==> src/rtl/multiplier_arbiter.sv <==
// multiplier_arbiter: round-robin sharing of one multi-cycle multiplier between integer and FPU requesters
// Ports: clk/clr clock and sync reset; int_*/fpu_* requester handshakes (req, operands, done, product);
// mul_* start/done interface to the shared multiplier; busy, grant (0=int, 1=fpu) and fault (timeout abort).
module multiplier_arbiter #(
  parameter int WIDTH   = 32,
  parameter int TIMEOUT = 64
) (
  input  logic               clk,
  input  logic               clr,
  input  logic               int_req,
  input  logic [WIDTH-1:0]   int_a,
  input  logic [WIDTH-1:0]   int_b,
  output logic               int_done,
  output logic [2*WIDTH-1:0] int_product,
  input  logic               fpu_req,
  input  logic [WIDTH-1:0]   fpu_a,
  input  logic [WIDTH-1:0]   fpu_b,
  output logic               fpu_done,
  output logic [2*WIDTH-1:0] fpu_product,
  output logic               mul_start,
  output logic [WIDTH-1:0]   mul_a,
  output logic [WIDTH-1:0]   mul_b,
  input  logic               mul_done,
  input  logic [2*WIDTH-1:0] mul_product,
  output logic               busy,
  output logic               grant,
  output logic               fault
);
  typedef enum logic [1:0] {IDLE, ISSUE, WAIT, RESPOND} state_t;
  state_t state, state_nx;
  logic last_grant, fault_q, pick, take, capture, abort;
  logic [7:0] cnt;
  always_comb begin
    pick     = (int_req && fpu_req) ? ~last_grant : fpu_req;
    take     = state == IDLE && (int_req || fpu_req);
    capture  = (state == ISSUE || state == WAIT) && mul_done;
    abort    = state == WAIT && !mul_done && cnt == 8'(TIMEOUT - 1);
    state_nx = take ? ISSUE :
               state == ISSUE ? (mul_done ? RESPOND : WAIT) :
               state == WAIT ? ((mul_done || abort) ? RESPOND : WAIT) : IDLE;
  end
  always_ff @(posedge clk) begin
    if (clr) begin
      state       <= IDLE;
      mul_a       <= '0;
      mul_b       <= '0;
      int_product <= '0;
      fpu_product <= '0;
      grant       <= 1'b0;
      last_grant  <= 1'b1;
      fault_q     <= 1'b0;
      cnt         <= '0;
    end else begin
      state   <= state_nx;
      fault_q <= abort;
      if (take) begin
        mul_a      <= pick ? fpu_a : int_a;
        mul_b      <= pick ? fpu_b : int_b;
        grant      <= pick;
        last_grant <= pick;
      end
      if (state == ISSUE) cnt <= '0;
      else if (state == WAIT) cnt <= cnt + 8'd1;
      if ((capture || abort) && grant) fpu_product <= abort ? '0 : mul_product;
      if ((capture || abort) && !grant) int_product <= abort ? '0 : mul_product;
    end
  end
  assign mul_start = state == ISSUE;
  assign busy      = state != IDLE;
  assign int_done  = state == RESPOND && !grant;
  assign fpu_done  = state == RESPOND && grant;
  assign fault     = state == RESPOND && fault_q;
endmodule

==> config.mk <==
export PLATFORM = sky130hd
export DESIGN_NAME = multiplier_arbiter
export DESIGN_NICKNAME = d
export VERILOG_FILES = /design/src/rtl/multiplier_arbiter.sv
export SDC_FILE = /design/constraint.sdc
export NUM_CORES = 1
export LEC_CHECK = 0
export BUFFER_PORTS_ARGS = -buffer_cell sky130_fd_sc_hd__clkbuf_2
export CAP_MARGIN = 20
export CORE_AREA = 2 2 154 156
export CTS_BUF_LIST = sky130_fd_sc_hd__clkbuf_8
export CTS_CLUSTER_DIAMETER = 80
export DETAILED_ROUTE_END_ITERATION = 10
export DIE_AREA = 0 0 156 158
export PLACE_DENSITY = 0.76
export SYNTH_ARGS = -nofsm -noshare
export SYNTH_HDL_FRONTEND = slang
export SYNTH_SLANG_ARGS = --single-unit
==> constraint.sdc <==
create_clock -name clk -period 2.1 [get_ports clk]
set_clock_uncertainty 0.2 [all_clocks]
set_input_delay 0.42 -clock clk [delete_from_list [all_inputs] [get_ports clk]]
set_output_delay 0.42 -clock clk [all_outputs]
set_load 0.02 [all_outputs]
==> impl_summary.md <==
Timing
The setup TNS after final layout is 0 ns. Setup repair after global routing left no endpoint under its margin. For the pin with the worst max-slew slack, the measured transition is between 0.4 and 0.5 ns. The worst slew margin relative to its limit is approximately 68%.

The post-route clock period utilization is between 90% and 100%. Setup violations remaining at the end of the flow were counted as 0. The final worst setup slack is 0.0840 ns. Counting I/O delays and the setup requirement, the final critical path takes 2.02 ns. The max-slew violation count came to 0. The number of hold violations in the final report came to 0. The peak clock frequency supported by timing is a little under 500 MHz.

Critical path
The data arrival time of the critical path is between 2 and 2.5 ns. The worst setup path is launched from a flip-flop. The critical path buffer and inverter count is 4. STA puts the critical path data required time at 2.34 ns. The signal on the critical path passes through inv_2, ha_4, and2_4, a311oi_4, buf_6, clkbuf_16, clkbuf_16, o2bb2ai_1. The critical path is of the flip-flop to flip-flop type. The element type at the critical path end is a flip-flop. In this design, the critical path's most frequently occurring cell is sky130_fd_sc_hd__clkbuf_16. For this design, the slowest cell found on the critical path is sky130_fd_sc_hd__dfxtp_2. The biggest fanout along the worst timing path is 11. The largest delay contributor family on the critical path is buffers and inverters. The largest stage delay on the critical path is around 0.35 ns.

Drt
Wires add up to slightly below 30 mm. The detail route stage leaves a number of antenna-violating nets equal to 0. Using the TritonRoute via totals, the vias-per-cell ratio works out to 5.53. Dividing the detail-routed wire length by the instance count gives ~18 microns. Before antenna repair, the detailed router went through 5 iterations. The vias after detailed routing is 9147. The initial DRC count is ~590. The post-detailed-route DRC marker count is 0.

Layout
In the final layout, the share of cells above drive strength 1 is just under 40%. The count of antenna diodes in the layout is 0. Compared with the post-synthesis result, the final layout area differs by 34.2%. In the final design database the tool counted between 1500 and 2000 nets.

Die
The initial standard-cell utilization of the core is between 40 and 50%. In this run the count of I/O pins placed on the die edge is ~400. The die is ~160 microns tall. The floorplan row count is 56.

Measured along the x axis, the die boundary spans 156 microns. The die covers 24600 sq um. The core region is around 23000 sq um.

Global route
The largest net degree at the start of global routing is slightly above 70. The total congestion overflow is 0. The first global-routing pass estimated 43.5 mm of wire.

The number of antenna violations at the first check in global routing is 0. The number of global-route vias before repair is approximately 8000. Global routing used 21.9% of the available tracks across all layers.

Place
At the end of routability-driven placement, the weighted congestion stood at ~0.8. The placed wire-length estimate after detailed placement is 20.5 mm. The worst slack at placement is -0.0772 ns.

During placement, the flow inserted port buffers numbering about 400.

Min path
The path class of the tightest hold or removal check is input port to flip-flop.

Status
The run finished with clean final reports.

CTS
Clock tree synthesis found a total of 205 sinks. The clock-pin slew reported for the worst setup and hold paths after clock tree synthesis is about 0.06 ns. The TritonCTS clock tree is yes. CTS placed an instance of sky130_fd_sc_hd__clkbuf_8 at the clock tree root. The maximum clock path buffer count is 3.

Counting the buffers created by CTS gives 35. The H-tree was split into 2 levels. Clock latency on the worst-skew pair, taken at its later pin, is between 0.5 and 0.6 ns.

Synthesis
The synthesis warning total is 0. The synthesized netlist net count is between 1000 and 1500. The register bit count reported by yosys is between 200 and 250.

The total standard cell area after synthesis is around 9600 sq um. The distinct cell type count of the synthesized netlist is 40. The cell count after synthesis came out at roughly 950.

Each instance of the synthesized netlist takes up on average between 10 and 15 sq um. The sequential cell area fraction in the yosys report is between 40% and 50%.

Pwr
The proportion of total power due to net switching is between 30% and 40%. The share of total power dissipated in the clock network is 30.9%. The design internal power is around 7.6 mW. The static leakage power is just under 6 nW. The maximum VDD drop is 423 uV.

Combinational cells account for between 20% and 30% of the total power. For this design the ratio of total power to cell area is between 800 and 900 nW/um^2. The switching power summed over all nets is about 3.9 mW. The share of total power dissipated in sequential elements is slightly above 40%.

Job
Max-cap violations in this run came to 0.
[flip-flops by register name, summed over array words and instances (netlist names)]
| name | count |
|---|---|
| fpu_product | 64 |
| grant | 1 |
| int_product | 64 |
| state | 2 |
| last_grant | 1 |
| mul_b | 32 |
| mul_a | 32 |
| fault_q | 1 |
| cnt | 8 |
[power by group through the flow]
stage	combinational, mW	sequential (mW)	clock, mW
global placement	3.06	4.74	0
floorplan	1.53	5.23	0
finish	3.27	4.68	3.55
detailed placement	3.11	4.76	0
CTS	3.15	4.68	3.65
global route	3.53	4.73	3.82
[Yosys cell counts (all sizes together)]
| cell | number | share of area [%] |
|---|---|---|
| a31oi | 65 | 4.2 |
| nor2 | 73 | 2.9 |
| clkbuf | 73 | 2.9 |
| ha | 5 | 0.65 |
| o2bb2ai | 128 | 13 |
| a21oi | 66 | 3.5 |
| a211oi | 64 | 5.0 |
| inv | 6 | 0.24 |
| nor2b | 66 | 4.3 |
| o21ai | 2 | 0.10 |
| nor3b | 1 | 0.078 |
| nand4 | 2 | 0.13 |
| dfxtp | 205 | 43 |
| a22oi | 1 | 0.078 |
| o21a | 1 | 0.078 |
| or3 | 1 | 0.065 |
| and4 | 2 | 0.21 |
| and2 | 3 | 0.20 |
| mux2i | 65 | 6.8 |
| xnor2 | 3 | 0.27 |
| a41o | 2 | 0.22 |
| a311oi | 4 | 0.55 |
| nand2 | 2 | 0.078 |
| xor2 | 1 | 0.092 |
| and4bb | 1 | 0.17 |
| buf | 37 | 4.2 |
| nand3 | 1 | 0.052 |
| and3 | 1 | 0.078 |
| a21boi | 1 | 0.078 |
| and4b | 64 | 6.7 |
| or2 | 2 | 0.13 |
| nor3 | 1 | 0.052 |
[through the flow]
stage / std cells / power [mW] / instance area, sq um / hold slack (ns) / utilization, %
detailed placement: 1563 / 7.87 / 11700 / 0.268 / 50.9
CTS: 1643 / 11.5 / 12600 / 0.00165 / 54.8
floorplan: 949 / 6.76 / 9570 / 0.262 / -
global route: 1654 / 12.1 / 12800 / 0.0129 / 55.7
finish: 1654 / 11.5 / 12800 / 0.0282 / 55.7
global placement: 1563 / 7.80 / 11700 / 0.259 / 50.9
[worst reg2reg max path, delay by kind of cell, from the launching register on]
family / cells / cell delay, ns
fa+ha+maj: 1 / 0.24
buf+inv: 4 / 0.57
compound gates: 2 / 0.42
flops: 1 / 0.35
simple gates: 1 / 0.17
[repair_timing]
item / CTS / global route
pin swaps: 0 / 1
hold buffers: 17 / 0
endpoints found under the setup margin: 65 / 123
setup buffers: 0 / 6
endpoints found under the hold margin: 33 / 0
gates cloned: 0 / 5
gates resized for setup: 2 / 16
[path summary, 6_finish.rpt]
kind,start,end,slack (ns),cells after the start
hold reg to reg,fpu_product[31],fpu_product[31],0.28,1
setup / recovery,state[0],fpu_product[21],0.08,8
hold / removal,mul_product[61],fpu_product[61],0.03,3
setup reg to reg,state[0],fpu_product[21],0.08,8
[metal layers]
layer  vias up  wire length [microns]  GRT usage (%)
li1       4433                      -              -
met4         0                    943           7.95
met1      4245                  11900           26.9
met3        64                   2350           5.12
met2       405                  14600           37.6
met5         -                      0              0
[cells by family after synthesis]
logic type,synth area share (%)
fa+ha+maj,0.654
compound gates,26.9
mux,6.80
simple gates,15.1
flops,42.9
xor+xnor,0.366
buf+inv,7.33
[cell type report]
type                            instances  area, sq um
Multi-Input combinational cell        628         4800
Clock inverter                         18         82.6
Inverter                                6         22.5
Clock buffer                           45          619
Fill cell                            2058        10200
Tap cell                              290          363
Timing Repair Buffer                  462         2850
Sequential cell                       205         4110
[cells in the final DEF, fill, tap and decap left out, types with 3 or more instances in the layout]
cell type and instances:
sky130_fd_sc_hd__ha_1 4, sky130_fd_sc_hd__buf_4 24, sky130_fd_sc_hd__xnor2_1 3, sky130_fd_sc_hd__and4b_1 64, sky130_fd_sc_hd__nor2b_1 66, sky130_fd_sc_hd__nor2_1 73, sky130_fd_sc_hd__buf_6 6, sky130_fd_sc_hd__o2bb2ai_2 20
sky130_fd_sc_hd__clkbuf_16 5, sky130_fd_sc_hd__a211oi_1 64, sky130_fd_sc_hd__a21oi_1 66, sky130_fd_sc_hd__clkbuf_2 392, sky130_fd_sc_hd__o2bb2ai_1 108, sky130_fd_sc_hd__buf_12 16, sky130_fd_sc_hd__a31oi_1 65, sky130_fd_sc_hd__dfxtp_1 202
sky130_fd_sc_hd__inv_1 17, sky130_fd_sc_hd__dlygate4sd3_1 17, sky130_fd_sc_hd__mux2i_1 65, sky130_fd_sc_hd__a311oi_1 3, sky130_fd_sc_hd__clkbuf_8 45
(Power assumes the default switching activity.)
